--- src/rtl/hex_display_scanner.sv ---
// Time-multiplexed scanner for a common-anode hex display with frame-aligned value updates.
// Optional leading-zero blanking is enabled by defining LEADING_ZERO_BLANK_EN.
module hex_display_scanner #(
    parameter int DIGITS  = 4,
    parameter int CLK_DIV = 50000,
    parameter int CNT_W   = $clog2(CLK_DIV + 1)
) (
    input  logic                  clk,
    input  logic                  rst,
    input  logic [4*DIGITS-1:0]   value,
    input  logic                  value_valid,
    output logic                  value_ready,
    output logic [3:0]            nibble,
    output logic [DIGITS-1:0]     an,
    output logic                  blank,
    output logic                  frame_start
);

    localparam int IDX_W = $clog2(DIGITS);
    localparam logic [CNT_W-1:0] PRE_MAX = CNT_W'(CLK_DIV - 1);
    localparam logic [IDX_W-1:0] IDX_MAX = IDX_W'(DIGITS - 1);

    logic [CNT_W-1:0]    prescaler;
    logic [IDX_W-1:0]    idx;
    logic [4*DIGITS-1:0] display;
    logic [4*DIGITS-1:0] pending;
    logic                pending_full;
    logic                tick;
    logic                boundary;

    assign tick     = (prescaler == PRE_MAX);
    assign boundary = tick && (idx == IDX_MAX);

    // NOTE: sequential state uses non-blocking assignments so every flop samples pre-edge values.
    always_ff @(posedge clk or posedge rst) begin
        if (rst) begin
            prescaler    <= '0;
            idx          <= '0;
            display      <= '0;
            pending      <= '0;
            pending_full <= 1'b0;
            frame_start  <= 1'b0;
        end else begin
            prescaler   <= tick ? '0 : prescaler + 1'b1;
            frame_start <= boundary;
            if (tick) begin
                idx <= (idx == IDX_MAX) ? '0 : idx + 1'b1;
            end
            // Transfer and accept are exclusive: accept needs an empty slot, transfer a full one.
            if (boundary && pending_full) begin
                display      <= pending;
                pending_full <= 1'b0;
            end else if (value_valid && !pending_full) begin
                pending      <= value;
                pending_full <= 1'b1;
            end
        end
    end

    assign value_ready = !pending_full;

    always_comb begin
        nibble = display[4*int'(idx) +: 4];
        an     = ~(DIGITS'(1) << idx);
    end

`ifdef LEADING_ZERO_BLANK_EN
    logic [IDX_W-1:0] msd;

    // Digit 0 is never blanked, so an all-zero display still shows a single "0".
    always_comb begin
        msd = '0;
        for (int i = 1; i < DIGITS; i++) begin
            if (display[4*i +: 4] != 4'h0) begin
                msd = IDX_W'(i);
            end
        end
        blank = (idx > msd);
    end
`else
    assign blank = 1'b0;
`endif

endmodule
--- config.mk ---
export PLATFORM = sky130hd
export DESIGN_NAME = hex_display_scanner
export DESIGN_NICKNAME = d
export VERILOG_FILES = /design/src/rtl/hex_display_scanner.sv
export SDC_FILE = /design/constraint.sdc
export NUM_CORES = 1
export LEC_CHECK = 0
export CAP_MARGIN = 10
export CORE_ASPECT_RATIO = 0.7
export CORE_UTILIZATION = 30
export CTS_CLUSTER_SIZE = 30
export DETAILED_ROUTE_END_ITERATION = 10
export PLACE_DENSITY = 0.61
export SLEW_MARGIN = 20
export SYNTH_ARGS = -nofsm -noshare
export SYNTH_HDL_FRONTEND = slang
export SYNTH_SLANG_ARGS = --single-unit
--- constraint.sdc ---
create_clock -name clk -period 1.8 [get_ports clk]
set_input_delay 0.36 -clock clk [delete_from_list [all_inputs] [get_ports clk]]
set_output_delay 0.36 -clock clk [all_outputs]
set_load 0.01 [all_outputs]
Word level (Yosys, flattened, before mapping)
Cells that the tools add are included.

Word-level logic and storage cells: 24. Bits of input ports: 19. Bits in registers: 52.

Mux-type cells: 4. Reductions and logical operators: 6. Shift-type cells: 2. Add/subtract/negate cells: 2. Bitwise gates (word level): 2. Equal/unequal tests: 2.

Operators by type and width (number): $add 16x1->16 const B (1); $eq 16x16->1 const B (1); $mux 16 (1); $shiftx 16x5->4 (1); $not 4->4 (1); $shl 1x2->4 const A (1); $logic_and 1x1->1 (3); $add 2x1->2 const B (1); $eq 2x2->1 const B (1); $mux 1 (2); $mux 2 (1); $reduce_and 2->1 (1); $reduce_bool 2->1 (1); $logic_not 1->1 (1); $not 1->1 (1).

Logic depth before layout (Yosys ltp)
Depth after elaboration: 5. Depth in mapped cells: 7. Gate-level depth less buffers: 5.

Worst setup path after synthesis
Ideal clock, no wire load.

Kind: reg-to-reg. Start point: reg prescaler[0]. End point: reg display[0]. Cell stages (with the launch flop): 8. Required time: 1.675 ns. Data arrival time: 1.754 ns. Clock period less this slack: 1.879 ns. Path buffers: 2. Path slack: -0.079 ns. Cell sequence: dfrtp_1 ha_1 and4b_1 and4_1 and3_1 buf_6 buf_12 mux2_4.

Cells in the longest elaborated chain, start to end: 3.

RTL lines: from (decl) (line 23) `logic [CNT_W-1:0] prescaler;`; from (signal assigned) (line 44) `prescaler <= tick ? '0 : prescaler + 1'b1;`; $eq 16x16->1 (line 31) `assign tick = (prescaler == PRE_MAX);`; $logic_and 1x1->1 (line 32) `assign boundary = tick && (idx == IDX_MAX);`; $logic_and 1x1->1 (line 50) `if (boundary && pending_full) begin`; to (signal assigned) (line 51) `display <= pending;`; to (decl) (line 25) `logic [4*DIGITS-1:0] display;`.

No other way between the ends. A chain may end at the register's enable or synchronous reset.

Worst setup path in the final report
Start point: reg idx[0]. End point: out nibble[3].

Cells in the longest elaborated chain, start to end: 1.

RTL lines: from (decl) (line 24) `logic [IDX_W-1:0] idx;`; from (signal assigned) (line 47) `idx <= (idx == IDX_MAX) ? '0 : idx + 1'b1;`; $shiftx 16x5->4 (line 63) `nibble = display[4*int'(idx) +: 4];`; to (decl) (line 13) `output logic [3:0] nibble,`.

No other way between the ends.

==> impl_metrics.ini <==
[clock_network]
clockRootBuffer = clkbuf_8
htree_levels = 2
cts_tree = done
path_clk_slew_ps = 100
cts.sink_count = 52
numCtsBuffers = 5
clock_latency_ps = 300
cts_buffer_depth = 2

[cells_and_area]
num_antenna_cells = 0
area.sequential_sq_mm = 0.00130
multiInputGateArea_sq_um = 975
area_growth_pct = 30.5
drive_gt1_frac = 0.335
final_cells = 325
nFillCells = 711
final_nets = 250

[job]
cap_violations = 0

[synth]
yosys.area_share.simple = 0.111
ys.flop_type = dfrtp_1
synth_cell_type_count = 30
synth_top_family_by_area = multiplexers
synth-edff-count = 0
synthCells = 177
avgSynthCellArea_sq_um = 13.3
seq_area_frac_synth = 0.554
synth_fa_ha_area_frac = 0.0266
synth.cell_area_sq_mm = 0.00235
ys_ff_latch = 52
synth_xor_area_frac = 0.0485
synth_fp_nets = 201
async_reset_ff_frac = 1.00
synth_mux_area_frac = 0.206
yosys_warnings = 0
synth_compound_area_frac = 0.00639

[floorplanning]
dieArea_sq_mm = 0.00819
io_pins = 30
initial_core_util = 0.315
core-area_sq_mm = 0.00745
rows = 26
chipWidth_um = 108
fp.dieH_um = 76.0

[placed_design]
gp_congestion = 0.796
dp.cells = 311
hpwl_um = 3390
port_buffers = 28

[worst_setup_path]
critPathKind = flop to output port
crit_fanout = 5
arrival_ps = 1490
cp_num_buf_inv = 2
cp-start-kind = flop
cp_slowest_cell = mux4_2
worstPathRequired_ps = 1440
cp_cell_sequence = buf_4 -> mux4_2 -> buf_2
end_kind = output port
cpPeakStageDelay_ps = 480
crit_family = multiplexers

[routing]
vias = 1490
drt-total-wl_um = 4730
drtIter0Drc = 47
drt-wirelength-per-cell_um = 14.5
avgViaCountPerCell = 4.58
drc = 0
drtPass1Iterations = 4
ant_nets = 0

[sta]
skew_ps = 9.18
slew_viol_final = 0
finalSetupViolCount = 8
layout_setup_ws_ps = -47.1
finalCritPeriodShare = 1.03
hold_violations = 0
worst_hold_slack_ps = 297
final.min_clock_period_ps = 1850
fmax_ghz = 0.541
rsz0062_at_grt = yes

[global_routing]
grt_overflow = 0
grt_max_degree = 43
first_global_vias = 1482
grt_usage = 0.123
grt_pass1_wl_um = 7710
antenna_found_initial = 0

[hold_path]
hp-class = primary input to async pin

[power]
max-vdd-ir-drop_mv = 0.317
power_density_mw_per_mm2 = 694
p_leak_uw = 0.00139

[run_status]
run_status = finished with violations
violations = setup timing
-- area by class of cell --
cell class	instances	share of cell area
Sequential cell	52	0.425
Multi-Input combinational cell	105	0.318
Timing Repair Buffer	52	0.169
Tap cell	98	0.0400
Clock buffer	6	0.0237
Inverter	10	0.0122
Clock inverter	2	0.0114
-- sequential cells by signal (all words and copies together) (netlist names) --
signal and count:
display 16, frame_start 1, idx 2, pending 16, pending_full 1, prescaler 16
-- final timing paths --
path / depth (start not counted) / start / to / slack [ps]
hold / removal: 2 / rst / prescaler[15]$_DFF_PP0_ / 300
setup / recovery: 3 / idx[0]$_DFFE_PP0N_ / nibble[3] / -50
max in group asynchronous: 3 / rst / idx[0]$_DFFE_PP0N_ / 980
setup reg to reg: 5 / prescaler[13]$_DFF_PP0_ / display[3]$_DFFE_PP0P_ / -10
hold reg to reg: 1 / pending[6]$_DFFE_PP0P_ / display[6]$_DFFE_PP0P_ / 510
min in group clk: 1 / pending[6]$_DFFE_PP0P_ / display[6]$_DFFE_PP0P_ / 510
-- routing by layer --
layer / part of all wire / wire [um] / global-route usage / vias up
met1: 0.52 / 2450 / 0.184 / 737
met5: 0 / 0 / 0 / -
met4: 0.014 / 65 / 0.0411 / 0
li1: - / - / - / 713
met2: 0.41 / 1920 / 0.166 / 33
met3: 0.061 / 288 / 0.0393 / 7
-- through the flow --
stage	cell area [sq um]	worst slack (ps)	util	TNS [ps]	power [uW]
after floorplan	2350	21.9	-	0	1300
after global placement	2860	-151	0.384	-650	1360
after detailed placement	2860	-163	0.384	-764	1370
after CTS	3010	-61.6	0.403	-284	2150
after global routing	3060	-111	0.411	-1310	2210
final	3060	-47.1	0.411	-175	2130
-- logic make-up (layout without fill, tap and decap cells) --
kind of cell | after synthesis | after routing
flops | 52 | 52
simple gates | 47 | 47
mux | 36 | 36
buf+inv | 20 | 70
xor+xnor | 13 | 13
fa+ha+maj | 5 | 5
compound gates | 3 | 3
other cells | 1 | 1
-- power by group --
group	internal, uW	switching (uW)	leakage [uW]
clock	413	370	0.0000552
sequential	1210	23.7	0.000678
combinational	70.0	40.4	0.000660
-- Yosys cell counts (2+ instances only) --
| master | n | area share |
|---|---|---|
| mux2_4 | 9 | 0.058 |
| xnor2_1 | 6 | 0.022 |
| mux4_2 | 4 | 0.038 |
| nand4_1 | 6 | 0.016 |
| mux2_2 | 23 | 0.11 |
| xor2_1 | 7 | 0.026 |
| inv_1 | 10 | 0.016 |
| clkbuf_1 | 4 | 0.0064 |
| buf_2 | 3 | 0.0064 |
| dfrtp_1 | 52 | 0.55 |
| and3_1 | 4 | 0.011 |
| nand3_1 | 9 | 0.019 |
| nor4_1 | 2 | 0.0053 |
| nor3_1 | 3 | 0.0064 |
| nand2_1 | 2 | 0.0032 |
| ha_1 | 5 | 0.027 |
| nor2_1 | 13 | 0.021 |
| o21ai_0 | 3 | 0.0064 |
-- what timing repair did --
| action | in CTS | in global routing |
|---|---|---|
| gates resized for setup | 24 | 9 |
| gates cloned | 1 | 1 |
| hold buffers | 0 | 0 |
| setup endpoints to repair | 17 | 21 |
| buffers inserted | 4 | 0 |
| pin swaps | 1 | 3 |
-- placed cells by master (no fill, tap or decap), types with 3 or more instances in the layout --
| cell type | n |
|---|---|
| dfrtp_1 | 50 |
| mux2_2 | 16 |
| buf_12 | 3 |
| xnor2_1 | 6 |
| buf_2 | 3 |
| nand3_1 | 9 |
| buf_4 | 19 |
| inv_1 | 9 |
| nor3_1 | 3 |
| ha_1 | 4 |
| mux4_2 | 4 |
| nand4_1 | 6 |
| mux2_4 | 16 |
| o21ai_0 | 3 |
| dlygate4sd2_1 | 3 |
| clkdlybuf4s50_1 | 20 |
| nor2_1 | 13 |
| xor2_1 | 7 |
| and3_1 | 3 |
| clkbuf_8 | 5 |
Note: power is estimated with default switching activity, not from simulation.
